## src/rtl/core_seq_pkg.sv

```systemverilog
// Shared definitions for the core_seq control sequencer: FSM state encoding,
// RV32 opcode constants, instruction classes and the control-strobe decoder.
package core_seq_pkg;

  typedef enum logic [2:0] {
    StFetch  = 3'd0,
    StDecode = 3'd1,
    StExec   = 3'd2,
    StMem    = 3'd3,
    StWb     = 3'd4,
    StHalt   = 3'd5,
    StErr    = 3'd6
  } state_e;

  localparam logic [6:0] OpcOp    = 7'b0110011;
  localparam logic [6:0] OpcOpImm = 7'b0010011;
  localparam logic [6:0] OpcLoad  = 7'b0000011;
  localparam logic [6:0] OpcStore = 7'b0100011;

  typedef enum logic [1:0] {
    ClsAlu   = 2'd0,
    ClsLoad  = 2'd1,
    ClsStore = 2'd2,
    ClsBad   = 2'd3
  } cls_e;

  typedef struct packed {
    logic rom_en;
    logic ir_en;
    logic pc_en;
    logic reg_we;
    logic ram_re;
    logic ram_we;
    logic wdata_sel;
    logic retire;
  } ctrl_t;

  // Map a latched opcode onto the instruction class the FSM cares about.
  function automatic cls_e classify(logic [6:0] opc);
    cls_e cls;
    case (opc)
      OpcOp, OpcOpImm: cls = ClsAlu;
      OpcLoad:         cls = ClsLoad;
      OpcStore:        cls = ClsStore;
      default:         cls = ClsBad;
    endcase
    return cls;
  endfunction

  // Datapath control decode from the current state and the latched instruction.
  // halt_req only gates the fetch strobes; mem_ready only selects the store
  // completion strobes in MEM.
  function automatic ctrl_t ctrl_decode(state_e st, cls_e cls, logic rd_nz,
                                        logic halt_req, logic mem_ready);
    ctrl_t c;
    c = '0;
    case (st)
      StFetch: begin
        if (!halt_req) begin
          c.rom_en = 1'b1;
          c.ir_en  = 1'b1;
        end
      end
      StMem: begin
        c.ram_re = (cls == ClsLoad);
        c.ram_we = (cls == ClsStore);
        // A store has nothing to write back, so it completes in MEM.
        if (mem_ready && (cls == ClsStore)) begin
          c.pc_en  = 1'b1;
          c.retire = 1'b1;
        end
      end
      StWb: begin
        c.reg_we    = rd_nz;
        c.pc_en     = 1'b1;
        c.retire    = 1'b1;
        c.wdata_sel = (cls == ClsLoad);
      end
      default: c = '0;
    endcase
    return c;
  endfunction

endpackage

```

## src/rtl/core_seq_cnt.sv

```systemverilog
// Free-running cycle counter and retired-instruction counter, both wrapping.
module core_seq_cnt #(
  parameter int unsigned CntW = 32
) (
  input  logic            clk_i,
  input  logic            rst_i,
  input  logic            retire_i,
  output logic [CntW-1:0] cycle_cnt_o,
  output logic [CntW-1:0] instret_cnt_o
);

  logic [CntW-1:0] cycle_q, cycle_d;
  logic [CntW-1:0] instret_q, instret_d;

  // Next counter values; both wrap naturally at 2^CntW.
  always_comb begin
    cycle_d   = cycle_q + CntW'(1);
    instret_d = instret_q;
    if (retire_i) begin
      instret_d = instret_q + CntW'(1);
    end
  end

  // Counter registers with synchronous reset.
  always_ff @(posedge clk_i) begin
    if (rst_i) begin
      cycle_q   <= '0;
      instret_q <= '0;
    end else begin
      cycle_q   <= cycle_d;
      instret_q <= instret_d;
    end
  end

  assign cycle_cnt_o   = cycle_q;
  assign instret_cnt_o = instret_q;

endmodule

```

## src/rtl/core_seq.sv

```systemverilog
// Multi-cycle control sequencer: FETCH -> DECODE -> EXEC -> [MEM] -> [WB],
// with halt at instruction boundaries, a bounded memory wait and a sticky
// error state.
module core_seq
  import core_seq_pkg::*;
#(
  parameter int unsigned MEM_TIMEOUT = 15,
  parameter int unsigned CNT_W       = 32
) (
  input  logic             clk,
  input  logic             rst,
  input  logic [31:0]      inst,
  input  logic             mem_ready,
  input  logic             halt_req,
  output logic             rom_en,
  output logic             ir_en,
  output logic             pc_en,
  output logic             reg_we,
  output logic             ram_re,
  output logic             ram_we,
  output logic             wdata_sel,
  output logic [2:0]       state,
  output logic             halted,
  output logic             err,
  output logic             retire,
  output logic [CNT_W-1:0] cycle_cnt,
  output logic [CNT_W-1:0] instret_cnt
);

  // Last wait count tolerated; one more idle MEM cycle means timeout.
  localparam logic [7:0] WaitLast = 8'(MEM_TIMEOUT - 1);

  state_e      state_q, state_d;
  logic [7:0]  wait_q, wait_d;
  // Only the opcode and rd fields of the instruction are needed here.
  logic [11:0] ir_q;
  cls_e        cls;
  logic        rd_nz;
  ctrl_t       ctrl;

  logic unused_inst;
  assign unused_inst = ^inst[31:12];

  assign cls   = classify(ir_q[6:0]);
  assign rd_nz = |ir_q[11:7];

  // Next-state and memory wait counter.
  always_comb begin
    state_d = state_q;
    wait_d  = '0;
    case (state_q)
      StFetch:  state_d = halt_req ? StHalt : StDecode;
      StDecode: state_d = (cls == ClsBad) ? StErr : StExec;
      StExec:   state_d = (cls == ClsAlu) ? StWb : StMem;
      StMem: begin
        if (mem_ready) begin
          state_d = (cls == ClsLoad) ? StWb : StFetch;
        end else if (wait_q == WaitLast) begin
          state_d = StErr;
        end else begin
          wait_d = wait_q + 8'd1;
        end
      end
      StWb:     state_d = StFetch;
      StHalt:   state_d = halt_req ? StHalt : StFetch;
      StErr:    state_d = StErr;
      default:  state_d = StErr;
    endcase
  end

  // Control strobes; reset forces everything quiet in the reset cycle too.
  always_comb begin
    ctrl = ctrl_decode(state_q, cls, rd_nz, halt_req, mem_ready);
    if (rst) begin
      ctrl = '0;
    end
  end

  // State, wait counter and instruction register.
  always_ff @(posedge clk) begin
    if (rst) begin
      state_q <= StFetch;
      wait_q  <= '0;
      ir_q    <= '0;
    end else begin
      state_q <= state_d;
      wait_q  <= wait_d;
      if (ctrl.ir_en) begin
        ir_q <= inst[11:0];
      end
    end
  end

  core_seq_cnt #(
    .CntW (CNT_W)
  ) u_cnt (
    .clk_i         (clk),
    .rst_i         (rst),
    .retire_i      (ctrl.retire),
    .cycle_cnt_o   (cycle_cnt),
    .instret_cnt_o (instret_cnt)
  );

  assign rom_en    = ctrl.rom_en;
  assign ir_en     = ctrl.ir_en;
  assign pc_en     = ctrl.pc_en;
  assign reg_we    = ctrl.reg_we;
  assign ram_re    = ctrl.ram_re;
  assign ram_we    = ctrl.ram_we;
  assign wdata_sel = ctrl.wdata_sel;
  assign retire    = ctrl.retire;
  assign state     = state_q;
  assign halted    = !rst && (state_q == StHalt);
  assign err       = !rst && (state_q == StErr);

endmodule

```

## config.mk

```make
export PLATFORM = sky130hd
export DESIGN_NAME = core_seq
export DESIGN_NICKNAME = d
export VERILOG_FILES = /design/src/rtl/core_seq_pkg.sv /design/src/rtl/core_seq_cnt.sv /design/src/rtl/core_seq.sv
export SDC_FILE = /design/constraint.sdc
export NUM_CORES = 1
export LEC_CHECK = 0
export CORE_UTILIZATION = 30
export CTS_BUF_LIST = sky130_fd_sc_hd__clkbuf_2
export CTS_CLUSTER_SIZE = 14
export DETAILED_ROUTE_END_ITERATION = 12
export DONT_BUFFER_PORTS = 1
export GPL_ROUTABILITY_DRIVEN = 0
export PLACE_DENSITY = 0.43
export RECOVER_POWER = 100
export REMOVE_ABC_BUFFERS = 1
export SYNTH_ARGS = -nofsm -noshare
export SYNTH_HDL_FRONTEND = slang
export SYNTH_SLANG_ARGS = --single-unit
```

## constraint.sdc

```tcl
create_clock -name clk -period 4.3 [get_ports clk]
set_clock_uncertainty 0.1 [all_clocks]
set_input_delay 0.86 -clock clk [delete_from_list [all_inputs] [get_ports clk]]
set_output_delay 0.86 -clock clk [all_outputs]
set_load 0.01 [all_outputs]
```

## After elaboration in Yosys (flattened, before gate mapping)

Cells that the tools add are included.

- Logic and storage cells: 50
- Flip-flop bits (word level): 87
- Input bits: 36
- Output and inout bits: 77

- Muxes and demuxes: 17
- Bitwise logic cells: 1
- Equality and inequality tests: 15
- Reductions and logical operators: 9
- $add $sub $neg: 3

Operator list:

| cell | count |
|---|---|
| $add A32 B1 Y32 const B | 2 |
| $mux W3 | 7 |
| $pmux W3 S6 | 1 |
| $eq A7 B6 Y1 const B | 2 |
| $eq A3 B3 Y1 const B | 3 |
| $add A8 B1 Y8 const B | 1 |
| $eq A8 B4 Y1 const B | 1 |
| $mux W8 | 1 |
| $eq A7 B2 Y1 const B | 1 |
| $eq A7 B5 Y1 const B | 1 |
| $eq A3 B2 Y1 const B | 2 |
| $mux W2 | 3 |
| $pmux W2 S3 | 1 |
| $reduce_or A5 Y1 | 1 |
| $eq A2 B2 Y1 const B | 2 |
| $reduce_or A4 Y1 | 1 |
| $eq A3 B1 Y1 const B | 1 |
| $logic_and A1 B1 Y1 | 3 |
| $logic_not A3 Y1 | 1 |
| $mux W1 | 3 |
| $ne A3 B3 Y1 const B | 1 |
| $eq A2 B1 Y1 const B | 1 |
| $logic_not A2 Y1 | 1 |
| $pmux W1 S2 | 1 |
| other kinds (3) | 3 |

## Logic depth before layout (Yosys ltp)

- Word-level depth: 8
- Depth in mapped cells: 7

## Hierarchy

A second synthesis with hierarchy kept.

- Cells, all modules: 480
- Area total of the unflattened synthesis: 4226.6 µm²

Modules (own cells, without submodules):

| module | area each (µm²) | cells each | instances |
|---|---|---|---|
| core_seq_cnt | 3025.4 | 355 | 1 |
| core_seq | 1201.2 | 125 | 1 |

## Worst setup path after synthesis

No wires, ideal clock.

- Kind: input-to-output
- From: input port rst
- To: output port rom_en
- Required time: 3.340 ns
- Slack: 1.223 ns
- Arrival: 2.117 ns
- Cell stages on the path: 4
- Path buffers: 2
- Cells stage by stage: nor2_1 > nor4b_1 > clkbuf_1 > buf_4

- Cells in the longest elaborated chain, start to end: 1

RTL lines:

| item | line | text |
|---|---|---|
| start, declared | core_seq.sv:11 | `input logic rst,` |
| $mux W8 | core_seq.sv:74 | `if (rst) begin` |
| end, declared | core_seq.sv:15 | `output logic rom_en,` |

Every way passes these cells.

## Worst setup path after layout

- From: register state_q[0] (netlist: state[0])
- To: output port retire

- Cells in the longest elaborated chain, start to end: 3
- Elaborated cells between the ends (all ways): 4
- Classes of those cells: eq/ne: 2; mux: 2

RTL lines:

| item | line | text |
|---|---|---|
| start, declared | core_seq.sv:33 | `state_e state_q, state_d;` |
| start signal, assigned | core_seq.sv:82 | `state_q <= StFetch;` |
| start signal, assigned | core_seq.sv:86 | `state_q <= state_d;` |
| $eq A3 B3 Y1 / $eq A3 B2 Y1 (equally long branches) | core_seq_pkg.sv:57 | `case (st)` |
| $pmux W1 S2 (*) | core_seq_pkg.sv:57 |  |
| $mux W8 (*) | core_seq.sv:74 |  |
| end, declared | core_seq.sv:25 | `output logic retire,` |

Mark *: on every way between the ends. The rest lies on a longest branch, timed or not.

==> flow_summary.ini <==
[detailed_routing]
vias = 3184
avgRoutedWirePerCell_um = 15.1
drt_wl_total_um = 9550
drtIter0Drc = 172
avgViaCountPerCell = 5.03
postRouteAntennaNets = 0
drt_pass1_iterations = 5
drc = 0

[sta]
setup_viol = 0
rsz0062_at_grt = no
relSlewSlack = 0.115
fin_tns_setup_ps = 0
finalHoldViolations = 0
max_freq_mhz = 268
worst_pin_slew_ps = 1310
slew_viol_final = 0
layout_min_cycle_time_ps = 3730
fin_crit_sh = 0.868

[yosys]
syn_inst = 464
netlist_top_cells_area = dfxtp_1, xor2_1, nor2_1, nand4_1, nand2_1
synth_top_area_share = 0.438
synth_flop_cell = dfxtp_1
synth_area_sq_um = 3980
synth_edf_count = 0
synthArstFlopShare = 0
synth_seq_area_share = 0.438
yosysTopAreaCell = dfxtp_1
ys_types = 47
ys_ff_latch = 87
ys_warn_count = 0
syn-mean-instance-area_sq_um = 8.57

[pwr]
peakVddDrop_mv = 0.126
totalPowerFinal_mw = 1.42
power_density_nw_per_um2 = 337
power.leakage_nw = 1.39

[cts]
post_cts_buffers = 0
htreeDepth = 3
holdBufCountCts = 0
numCtsBuffers = 9
clockRootBuffer = clkbuf_2
cts.sinks = 87
cts.clk_slew.worst_paths_ps = 220
clk_latency_ps = 560
cts_buffer_depth = 2
cts_tree = done
cts-resized-gates = 0

[floorplan]
dieArea_sq_um = 13700
start_util = 0.311
pin_count = 113
fp.dieH_um = 117
core-area_sq_um = 12800
rows = 41
die_w_um = 117

[worst_setup_path]
reg2reg_slack_ps = 1090
cp_max_fo = 18
crit_type = register to output port
setup.worst_path.end_class = output port
crit_arrival_ps = 2770
cp-start-kind = register
cp.required_ps = 3340

[placed_design]
numPlacedInstances = 618
io_buffers = 0
dp_hpwl_um = 6250

[outcome]
status = finished, final reports clean

[worst_hold_path]
min_path_type = primary input to register

[job]
drv_cap = 0

[layout]
multi_input_area_sq_um = 2090
diodes = 0
drive_above_1_share = 0.0434
area_growth_pct = 5.47
layout.nets = 497
fillers = 1353
area.sequential_sq_um = 1740
instances_no_fill = 633

[global_routing]
grt_start_max_net_pins = 84
grt.overflow.total = 0
grt_pass1_wl_um = 14600
grt_usage = 0.140
antenna_found_initial = 0
grt_pass1_vias = 2871
-- sequential cells by signal, indices dropped and copies added (netlist names) --
signal               cells
state                    3
u_cnt.cycle_cnt_o       32
ir_q                    12
wait_q                   8
u_cnt.instret_cnt_o     32
-- per-stage QoR --
step                hold slack, ps  setup WS (ps)   util  instance area, sq um
floorplan                      341            103      -                  3870
global placement               363           1250  0.324                  4130
detailed placement             368           1230  0.324                  4130
CTS                            155            519  0.331                  4230
global route                   156            369  0.328                  4200
finish                         245            568  0.328                  4200
-- final cells by class --
| class | instances | area share |
|---|---|---|
| sequential | 87 | 0.415 |
| timing repair buffer | 5 | 0.00626 |
| multi-input combinational | 349 | 0.499 |
| clock inverter | 5 | 0.0119 |
| tap | 172 | 0.0513 |
| clock buffer | 10 | 0.0119 |
| inverter | 5 | 0.00447 |
-- placed cells by master, fill, tap and decap left out, types with 2 or more instances in the layout --
master	count
nor2_1	73
o2111ai_1	7
clkinv_1	2
xor2_1	46
and3_1	14
o31ai_1	3
nor4_1	5
or3_1	8
or4_1	3
a31oi_1	2
nand3_1	17
and4_1	3
nor3_1	14
nand4_1	28
nand2_1	37
o21a_1	2
and2_1	3
a21oi_1	14
inv_1	5
dfxtp_1	87
xnor2_1	10
o21ai_0	20
clkbuf_2	10
buf_4	2
ha_1	4
o21ba_2	2
o211ai_1	4
nor2b_1	3
nand2b_1	15
clkbuf_1	3
-- worst paths after layout --
check / startpoint / end / cells past startpoint
worst min register to register: ir_q[9] / ir_q[9] / 2
worst max register to register: state[0] / u_cnt.instret_cnt_o[28] / 6
worst max-delay path: state[0] / retire / 5
worst min-delay path: rst / u_cnt.cycle_cnt_o[31] / 1
-- worst max-delay path, stage by stage, from the launching register on --
cell	delay, ps
dfxtp_1	760
or4b_1	600
nor3_4	190
buf_4	220
nor2_1	120
nor2_1	320
-- kinds of logic after synthesis --
kind of cell             share of synthesized area
buffers and inverters                       0.0308
adder cells (fa/ha/maj)                     0.0126
AND/OR/NAND/NOR                              0.300
flip-flops                                   0.438
XOR/XNOR                                     0.123
AO/OA/AOI/OAI                               0.0956
-- power by group --
group          total, mW  internal, mW  switching [mW]
Sequential         0.893         0.838          0.0556
Clock              0.412         0.129           0.284
Combinational      0.110        0.0438          0.0659
Total               1.42          1.01           0.405
-- cell usage after synthesis (all sizes together), types with 2 or more instances --
master / n
dfxtp: 87
nor2: 73
xor2: 46
nand2: 37
nand4: 28
o21ai: 20
clkbuf: 18
nand3: 17
nor3: 16
nand2b: 15
a21oi: 14
and3: 14
xnor2: 10
or3: 8
o2111ai: 7
buf: 5
inv: 5
nor4: 5
ha: 4
o211ai: 4
o31ai: 4
and2: 3
and4: 3
nor2b: 3
or4: 3
a31oi: 2
o21a: 2
o21ba: 2
-- routing by layer --
layer,vias to the layer above,wire [um],part of all wire,track usage
li1,1604,-,-,-
met1,1485,4510,0.47,0.179
met2,82,4190,0.44,0.207
met3,13,661,0.069,0.0499
met4,0,193,0.020,0.0709
met5,-,0,0,0
Note: power is estimated with default switching activity, not from simulation.
